`src/rtl/spikey_spi_pkg.sv`:
```
// Shared types and helpers for the Spikey SPI master.
//   spi_state_e    : frame sequencer states
//   SPI_MODEx      : {cpol, cpha} mode encoding
//   edge_cnt_w()   : width of the SCLK edge counter for a given frame width
//   mode_cpol/cpha : decode a mode pair back to its fields
package spikey_spi_pkg;

    typedef enum logic [2:0] {
        ST_IDLE  = 3'd0,
        ST_SETUP = 3'd1,
        ST_XFER  = 3'd2,
        ST_HOLD  = 3'd3,
        ST_GAP   = 3'd4
    } spi_state_e;

    localparam logic [1:0] SPI_MODE0 = 2'b00;
    localparam logic [1:0] SPI_MODE1 = 2'b01;
    localparam logic [1:0] SPI_MODE2 = 2'b10;
    localparam logic [1:0] SPI_MODE3 = 2'b11;

    // A frame has 2*data_w SCLK edges; the counter must hold that value.
    function automatic int edge_cnt_w(input int data_w);
        return $clog2(2 * data_w + 1);
    endfunction

    function automatic logic mode_cpha(input logic [1:0] m);
        return (m == SPI_MODE1) || (m == SPI_MODE3);
    endfunction

    function automatic logic mode_cpol(input logic [1:0] m);
        return (m == SPI_MODE2) || (m == SPI_MODE3);
    endfunction

endpackage

```
`src/rtl/spikey_spi_tick.sv`:
```
// Programmable FCLK divider.
//   clk, rst : clock, asynchronous active-high reset
//   clr      : synchronous clear; holds the count at 0 and suppresses tick
//   load     : captures div as the terminal count
//   div      : terminal count (period = div+1 cycles)
//   tick     : one-cycle pulse in the cycle the count reaches div
module spikey_spi_tick #(
    parameter int DIV_W = 8
) (
    input  logic             clk,
    input  logic             rst,
    input  logic             clr,
    input  logic             load,
    input  logic [DIV_W-1:0] div,
    output logic             tick
);

    logic [DIV_W-1:0] div_q;
    logic [DIV_W-1:0] cnt;

    assign tick = !clr && (cnt == div_q);

    // Wrap compares against the terminal count, so div = all-ones never overflows.
    always_ff @(posedge clk or posedge rst) begin
        if (rst) begin
            div_q <= '0;
            cnt   <= '0;
        end else begin
            if (load)
                div_q <= div;
            if (clr || cnt == div_q)
                cnt <= '0;
            else
                cnt <= cnt + 1'b1;
        end
    end

endmodule

```
`src/rtl/spikey_spi_master.sv`:
```
// SPI master engine: programmable SCLK divider, CPOL/CPHA modes, bit order.
//   FCLK, RST          : clock, asynchronous active-high reset
//   cfg_*              : divider, mode and bit order; captured at accept
//   tx_valid/ready/data: one word per frame
//   rx_valid/rx_data   : received word, rx_valid pulses for one cycle
//   sclk, mosi, miso, cs_n : SPI pads
//   busy               : sequencer not idle
//   sclk_lead/trail    : one-cycle strobes aligned with the new sclk level
module spikey_spi_master
    import spikey_spi_pkg::*;
#(
    parameter int DATA_W = 8,
    parameter int DIV_W  = 8
) (
    input  logic              FCLK,
    input  logic              RST,
    input  logic [DIV_W-1:0]  cfg_div,
    input  logic              cfg_cpol,
    input  logic              cfg_cpha,
    input  logic              cfg_lsb_first,
    input  logic              tx_valid,
    output logic              tx_ready,
    input  logic [DATA_W-1:0] tx_data,
    output logic              rx_valid,
    output logic [DATA_W-1:0] rx_data,
    output logic              sclk,
    output logic              mosi,
    input  logic              miso,
    output logic              cs_n,
    output logic              busy,
    output logic              sclk_lead,
    output logic              sclk_trail
);

    localparam int EW = edge_cnt_w(DATA_W);
    localparam int IW = $clog2(DATA_W);
    localparam logic [EW-1:0] LAST_EDGE = EW'(2 * DATA_W);

    spi_state_e        state;
    logic [DATA_W-1:0] tx_q;
    logic [DATA_W-1:0] rx_sh;
    logic [EW-1:0]     edge_cnt;
    logic [EW-1:0]     edge_nxt;
    logic [EW-1:0]     shift_i;
    logic [IW-1:0]     sh_pos;
    logic [IW-1:0]     sm_pos;
    logic [1:0]        mode_q;
    logic              lsb_q;
    logic              cpha_q;
    logic              cpol_q;
    logic              tick;
    logic              accept;

    assign tx_ready = (state == ST_IDLE);
    assign busy     = !tx_ready;
    assign accept   = tx_ready && tx_valid;
    assign cpha_q   = mode_cpha(mode_q);
    assign cpol_q   = mode_cpol(mode_q);

    // The divider idles cleared; every later state change happens on a tick,
    // where the count wraps to 0, so each state starts a full period.
    spikey_spi_tick #(.DIV_W(DIV_W)) u_tick (
        .clk  (FCLK),
        .rst  (RST),
        .clr  (state == ST_IDLE),
        .load (accept),
        .div  (cfg_div),
        .tick (tick)
    );

    // Edge k (1-based) is odd for leading edges. The bit driven on edge k is
    // index k>>1; the bit sampled on edge k is index (k-1)>>1 = edge_cnt>>1.
    assign edge_nxt = edge_cnt + 1'b1;
    assign shift_i  = edge_nxt >> 1;
    assign sh_pos   = lsb_q ? shift_i[IW-1:0] : IW'(DATA_W - 1) - shift_i[IW-1:0];
    assign sm_pos   = lsb_q ? edge_cnt[IW:1]  : IW'(DATA_W - 1) - edge_cnt[IW:1];

    always_ff @(posedge FCLK or posedge RST) begin
        if (RST) begin
            state      <= ST_IDLE;
            sclk       <= 1'b0;
            cs_n       <= 1'b1;
            mosi       <= 1'b0;
            rx_valid   <= 1'b0;
            rx_data    <= '0;
            sclk_lead  <= 1'b0;
            sclk_trail <= 1'b0;
            tx_q       <= '0;
            rx_sh      <= '0;
            edge_cnt   <= '0;
            mode_q     <= SPI_MODE0;
            lsb_q      <= 1'b0;
        end else begin
            rx_valid   <= 1'b0;
            sclk_lead  <= 1'b0;
            sclk_trail <= 1'b0;
            case (state)
                ST_IDLE: begin
                    sclk <= cfg_cpol;
                    if (accept) begin
                        tx_q     <= tx_data;
                        mode_q   <= {cfg_cpol, cfg_cpha};
                        lsb_q    <= cfg_lsb_first;
                        edge_cnt <= '0;
                        cs_n     <= 1'b0;
                        state    <= ST_SETUP;
                        // CPHA=0 slaves sample on the first edge, so bit 0 must be out now.
                        if (!cfg_cpha)
                            mosi <= cfg_lsb_first ? tx_data[0] : tx_data[DATA_W-1];
                    end
                end
                // The SETUP tick produces edge 1; XFER ticks produce edges 2..2N.
                ST_SETUP, ST_XFER: begin
                    if (tick) begin
                        sclk       <= ~sclk;
                        edge_cnt   <= edge_nxt;
                        sclk_lead  <= edge_nxt[0];
                        sclk_trail <= ~edge_nxt[0];
                        if (edge_nxt[0] != cpha_q)
                            rx_sh[sm_pos] <= miso;
                        else if (shift_i < EW'(DATA_W))
                            mosi <= tx_q[sh_pos];
                        if (state == ST_SETUP)
                            state <= ST_XFER;
                        else if (edge_nxt == LAST_EDGE)
                            state <= ST_HOLD;
                    end
                end
                ST_HOLD: begin
                    sclk <= cpol_q;
                    if (tick) begin
                        cs_n     <= 1'b1;
                        rx_valid <= 1'b1;
                        rx_data  <= rx_sh;
                        state    <= ST_GAP;
                    end
                end
                ST_GAP: begin
                    sclk <= cpol_q;
                    if (tick)
                        state <= ST_IDLE;
                end
                default: state <= ST_IDLE;
            endcase
        end
    end

endmodule
```
`config.mk`:
```
export PLATFORM = sky130hd
export DESIGN_NAME = spikey_spi_master
export DESIGN_NICKNAME = d
export VERILOG_FILES = /design/src/rtl/spikey_spi_pkg.sv /design/src/rtl/spikey_spi_tick.sv /design/src/rtl/spikey_spi_master.sv
export SDC_FILE = /design/constraint.sdc
export NUM_CORES = 1
export LEC_CHECK = 0
export ABC_CLOCK_PERIOD_IN_PS = 2750
export CAP_MARGIN = 15
export CORE_MARGIN = 2
export CORE_UTILIZATION = 55
export DETAILED_ROUTE_END_ITERATION = 7
export PLACE_DENSITY_LB_ADDON = 0.05
export SYNTH_ARGS = -nofsm -noshare
export SYNTH_HDL_FRONTEND = slang
export SYNTH_SLANG_ARGS = --single-unit
```
`constraint.sdc`:
```
create_clock -name FCLK -period 2.75 [get_ports FCLK]
set_clock_uncertainty 0.2 [all_clocks]
set_input_delay 0.4125 -clock FCLK [delete_from_list [all_inputs] [get_ports FCLK]]
set_output_delay 0.4125 -clock FCLK [all_outputs]
set_load 0.05 [all_outputs]
```
==> metrics.txt <==
status finished, final reports clean; DRC Markers 0; Ports 39; iteration count of the initial detailed-routing pass 4; Tot GR Track Use 0.216; kind of capture point of the worst setup path output pin; number of flops mapped to enable cells by yosys 0; Die Area roughly 5900 um2; Max stage delay on crit path around 840 ps; core box area approximately 5000 um2; drt total wl between 5000 and 6000 um; Die Y 76.8 um; CTS tree yes; Setup Viol. Count Final 0; Num CTS Buffers 9; worst skew pair latency between 300 and 400 ps; Gate Count Post-Synth 269; pin count of the biggest net entering global routing 27; Worst Hold Slack 258 ps; GRT Max-Usage Layer met2; syn nets 295; number of port buffers 38; Top delay family on crit path buffers and inverters; Root Driver clkbuf_8; met3 global-route usage 0.0447; critical path class reg2out; Final WS setup ~160 ps; synth warn 0; wire length of the first global-routing pass 9980 um; Max Cap Viol 0; RSZ-0062 raised after global routing no; row cnt 26; met1 GRT Util 0.303; Routed WL per cell 15.1 um; final core occ 0.698; final net count between 300 and 400; Min-Delay Path Class in2async; Cell Chain, Critical Path nor3_2, clkdlybuf4s50_1; dpl ws approximately 150 ps; Slew @ Worst Pin 601 ps; CP Max Fanout 13; synth top area cells dfrtp_1 48%, mux2_2 10%, xor2_1 4.5%, o21ai_0 3.3%, nor2_1 3.1%; P_leak 1.61 nW; Final ANT Viol Nets 0; Avg Inst Size Synth between 10 and 15 um2; Buf/Inv on CP 1; worst path required time around 2100 ps; Longest Clk Path Bufs 2; Die W 76.8 um; dpl hpwl between 4000 and 5000 um; cell taking the most area after synthesis dfrtp_1; Final Hold Viols 0; Slew Limit Fails 0; H-tree lvl count 3; GR Util met2 0.337; Netlist cell types 49; min Tclk post-route 2590 ps; Slew Limit Headroom 0.599; Post-Syn Area between 2000 and 3000 um2; P per Cell Area roughly 990 nW/um2; Max Freq roughly 390 MHz; number of global-route vias before repair ~2,100; vias 2,093; register area share after synthesis 0.490; critical path arrival 1980 ps; Syn-to-layout area delta 22.4%; Slowest cell on crit path clkdlybuf4s50_1; Reg clk slew, reported paths around 60 ps; setup tns final 0 ps; Peak VDD IR approximately 0.63 mV; FFs w/ async S/R, synth 1.00; Iter 0 DRT Violations between 150 and 200; Vias/cell ~5.4; starting density of the core 0.570; crit path launch type register; share of cells above drive strength 1 0.197; n_diodes 0; initial antenna violation count 0; crit share post-route 0.943; top cell type's share of synthesized area 0.481; global route overflow 0; clock sink count 57; gpl congestion between 0.7 and 0.8; Main synth FF type dfrtp_1; synthesized flop and latch total 57
==> synthesized netlist by cell type (all sizes together) (5+ instances only) <==
cell type,n
xnor2,5
nand3,9
nor2,24
dfrtp,56
a21oi,8
nand2b,7
xor2,16
buf,9
nand2,18
mux2,32
inv,11
mux2i,6
o21ai,19
nor3,5
==> through the flow <==
| stage | power, mW | cells | area [um2] |
|---|---|---|---|
| global placement | 2.69 | 370 | 3370 |
| global route | 3.76 | 385 | 3560 |
| detailed placement | 2.73 | 370 | 3370 |
| CTS | 3.54 | 385 | 3560 |
| finish | 3.52 | 385 | 3560 |
| floorplan | 2.42 | 269 | 2920 |
==> timing repair <==
item,in CTS,in global routing
buffers inserted,0,0
resized for setup,0,1
endpoints found under the setup margin,0,1
hold buffers,0,0
==> layout by cell type (no fill, tap or decap), drive strengths merged, types with 3 or more instances in the layout <==
| cell | instances |
|---|---|
| a21oi | 8 |
| and2 | 3 |
| and3 | 4 |
| buf | 6 |
| clkbuf | 12 |
| clkdlybuf4s50 | 38 |
| dfrtp | 56 |
| ha | 3 |
| inv | 11 |
| mux2 | 32 |
| mux2i | 6 |
| nand2 | 18 |
| nand2b | 7 |
| nand3 | 9 |
| nor2 | 24 |
| nor3 | 5 |
| nor4 | 4 |
| o21ai | 19 |
| xnor2 | 5 |
| xor2 | 16 |
==> path summary, 6_finish.rpt <==
kind                                         startpoint              endpoint  slack [ps]  cells after the start
worst min-delay path                                RST      sclk$_DFFE_PP0P_         260                      2
worst min register to register     rx_sh[3]$_DFFE_PP0P_  rx_sh[3]$_DFFE_PP0P_         280                      1
min in group FCLK                  rx_sh[3]$_DFFE_PP0P_  rx_sh[3]$_DFFE_PP0P_         280                      1
worst max-delay path               state[0]$_DFFE_PP0P_              tx_ready         160                      2
worst max register to register  edge_cnt[0]$_DFFE_PP0P_      mosi$_DFFE_PP0P_         180                      7
max in group asynchronous                           RST      cs_n$_DFFE_PP1P_        1410                      3
==> routing by layer <==
metal | up-vias | wire, um
li1 | 1016 | -
met1 | 1028 | 2820
met2 | 44 | 2730
met3 | 5 | 215
met4 | 0 | 59
met5 | - | 0
==> registers in the layout, indices dropped and copies added (netlist names) <==
name          count
rx_data           8
rx_sh             8
tx_q              8
u_tick.cnt        8
u_tick.div_q      8
edge_cnt          5
state             3
mode_q            2
cs_n              1
lsb_q             1
mosi              1
rx_valid          1
sclk              1
sclk_lead         1
sclk_trail        1
==> kinds of logic (layout without fill, tap and decap cells) <==
group	after synthesis	in the layout	share of synthesized area
and+or+nand+nor	81	81	0.140
DFF	57	57	0.490
AOI/OAI and AO/OA	45	45	0.101
muxes	38	38	0.146
buffers and inverters	24	70	0.0378
xor gates and xnor gates	21	21	0.0722
adders and majority gates	3	3	0.0129
==> power breakdown <==
part	total (mW)	switching [mW]	leakage [nW]	internal (mW)
Sequential	1.42	0.318	0.722	1.11
Combinational	1.31	0.685	0.789	0.627
Clock	0.786	0.325	0.102	0.460
Total	3.52	1.33	1.61	2.19
==> worst register-to-register path: cells and delay by family (launching register included) <==
kind | cells | cell delay, ps
AOI/OAI and AO/OA | 3 | 740
DFF | 1 | 480
adders and majority gates | 1 | 500
and+or+nand+nor | 1 | 170
muxes | 2 | 370
==> cell type report <==
| class | instances | area, um2 |
|---|---|---|
| repair buffers | 44 | 425 |
| well taps | 70 | 87.6 |
| flip-flops and latches | 57 | 1430 |
| inverters | 11 | 41.3 |
| clock buffers | 12 | 155 |
| clock inverters | 3 | 40.0 |
| fillers | 415 | 1540 |
| multi-input cells | 188 | 1390 |
No activity file was read; power rests on OpenSTA's default activity.
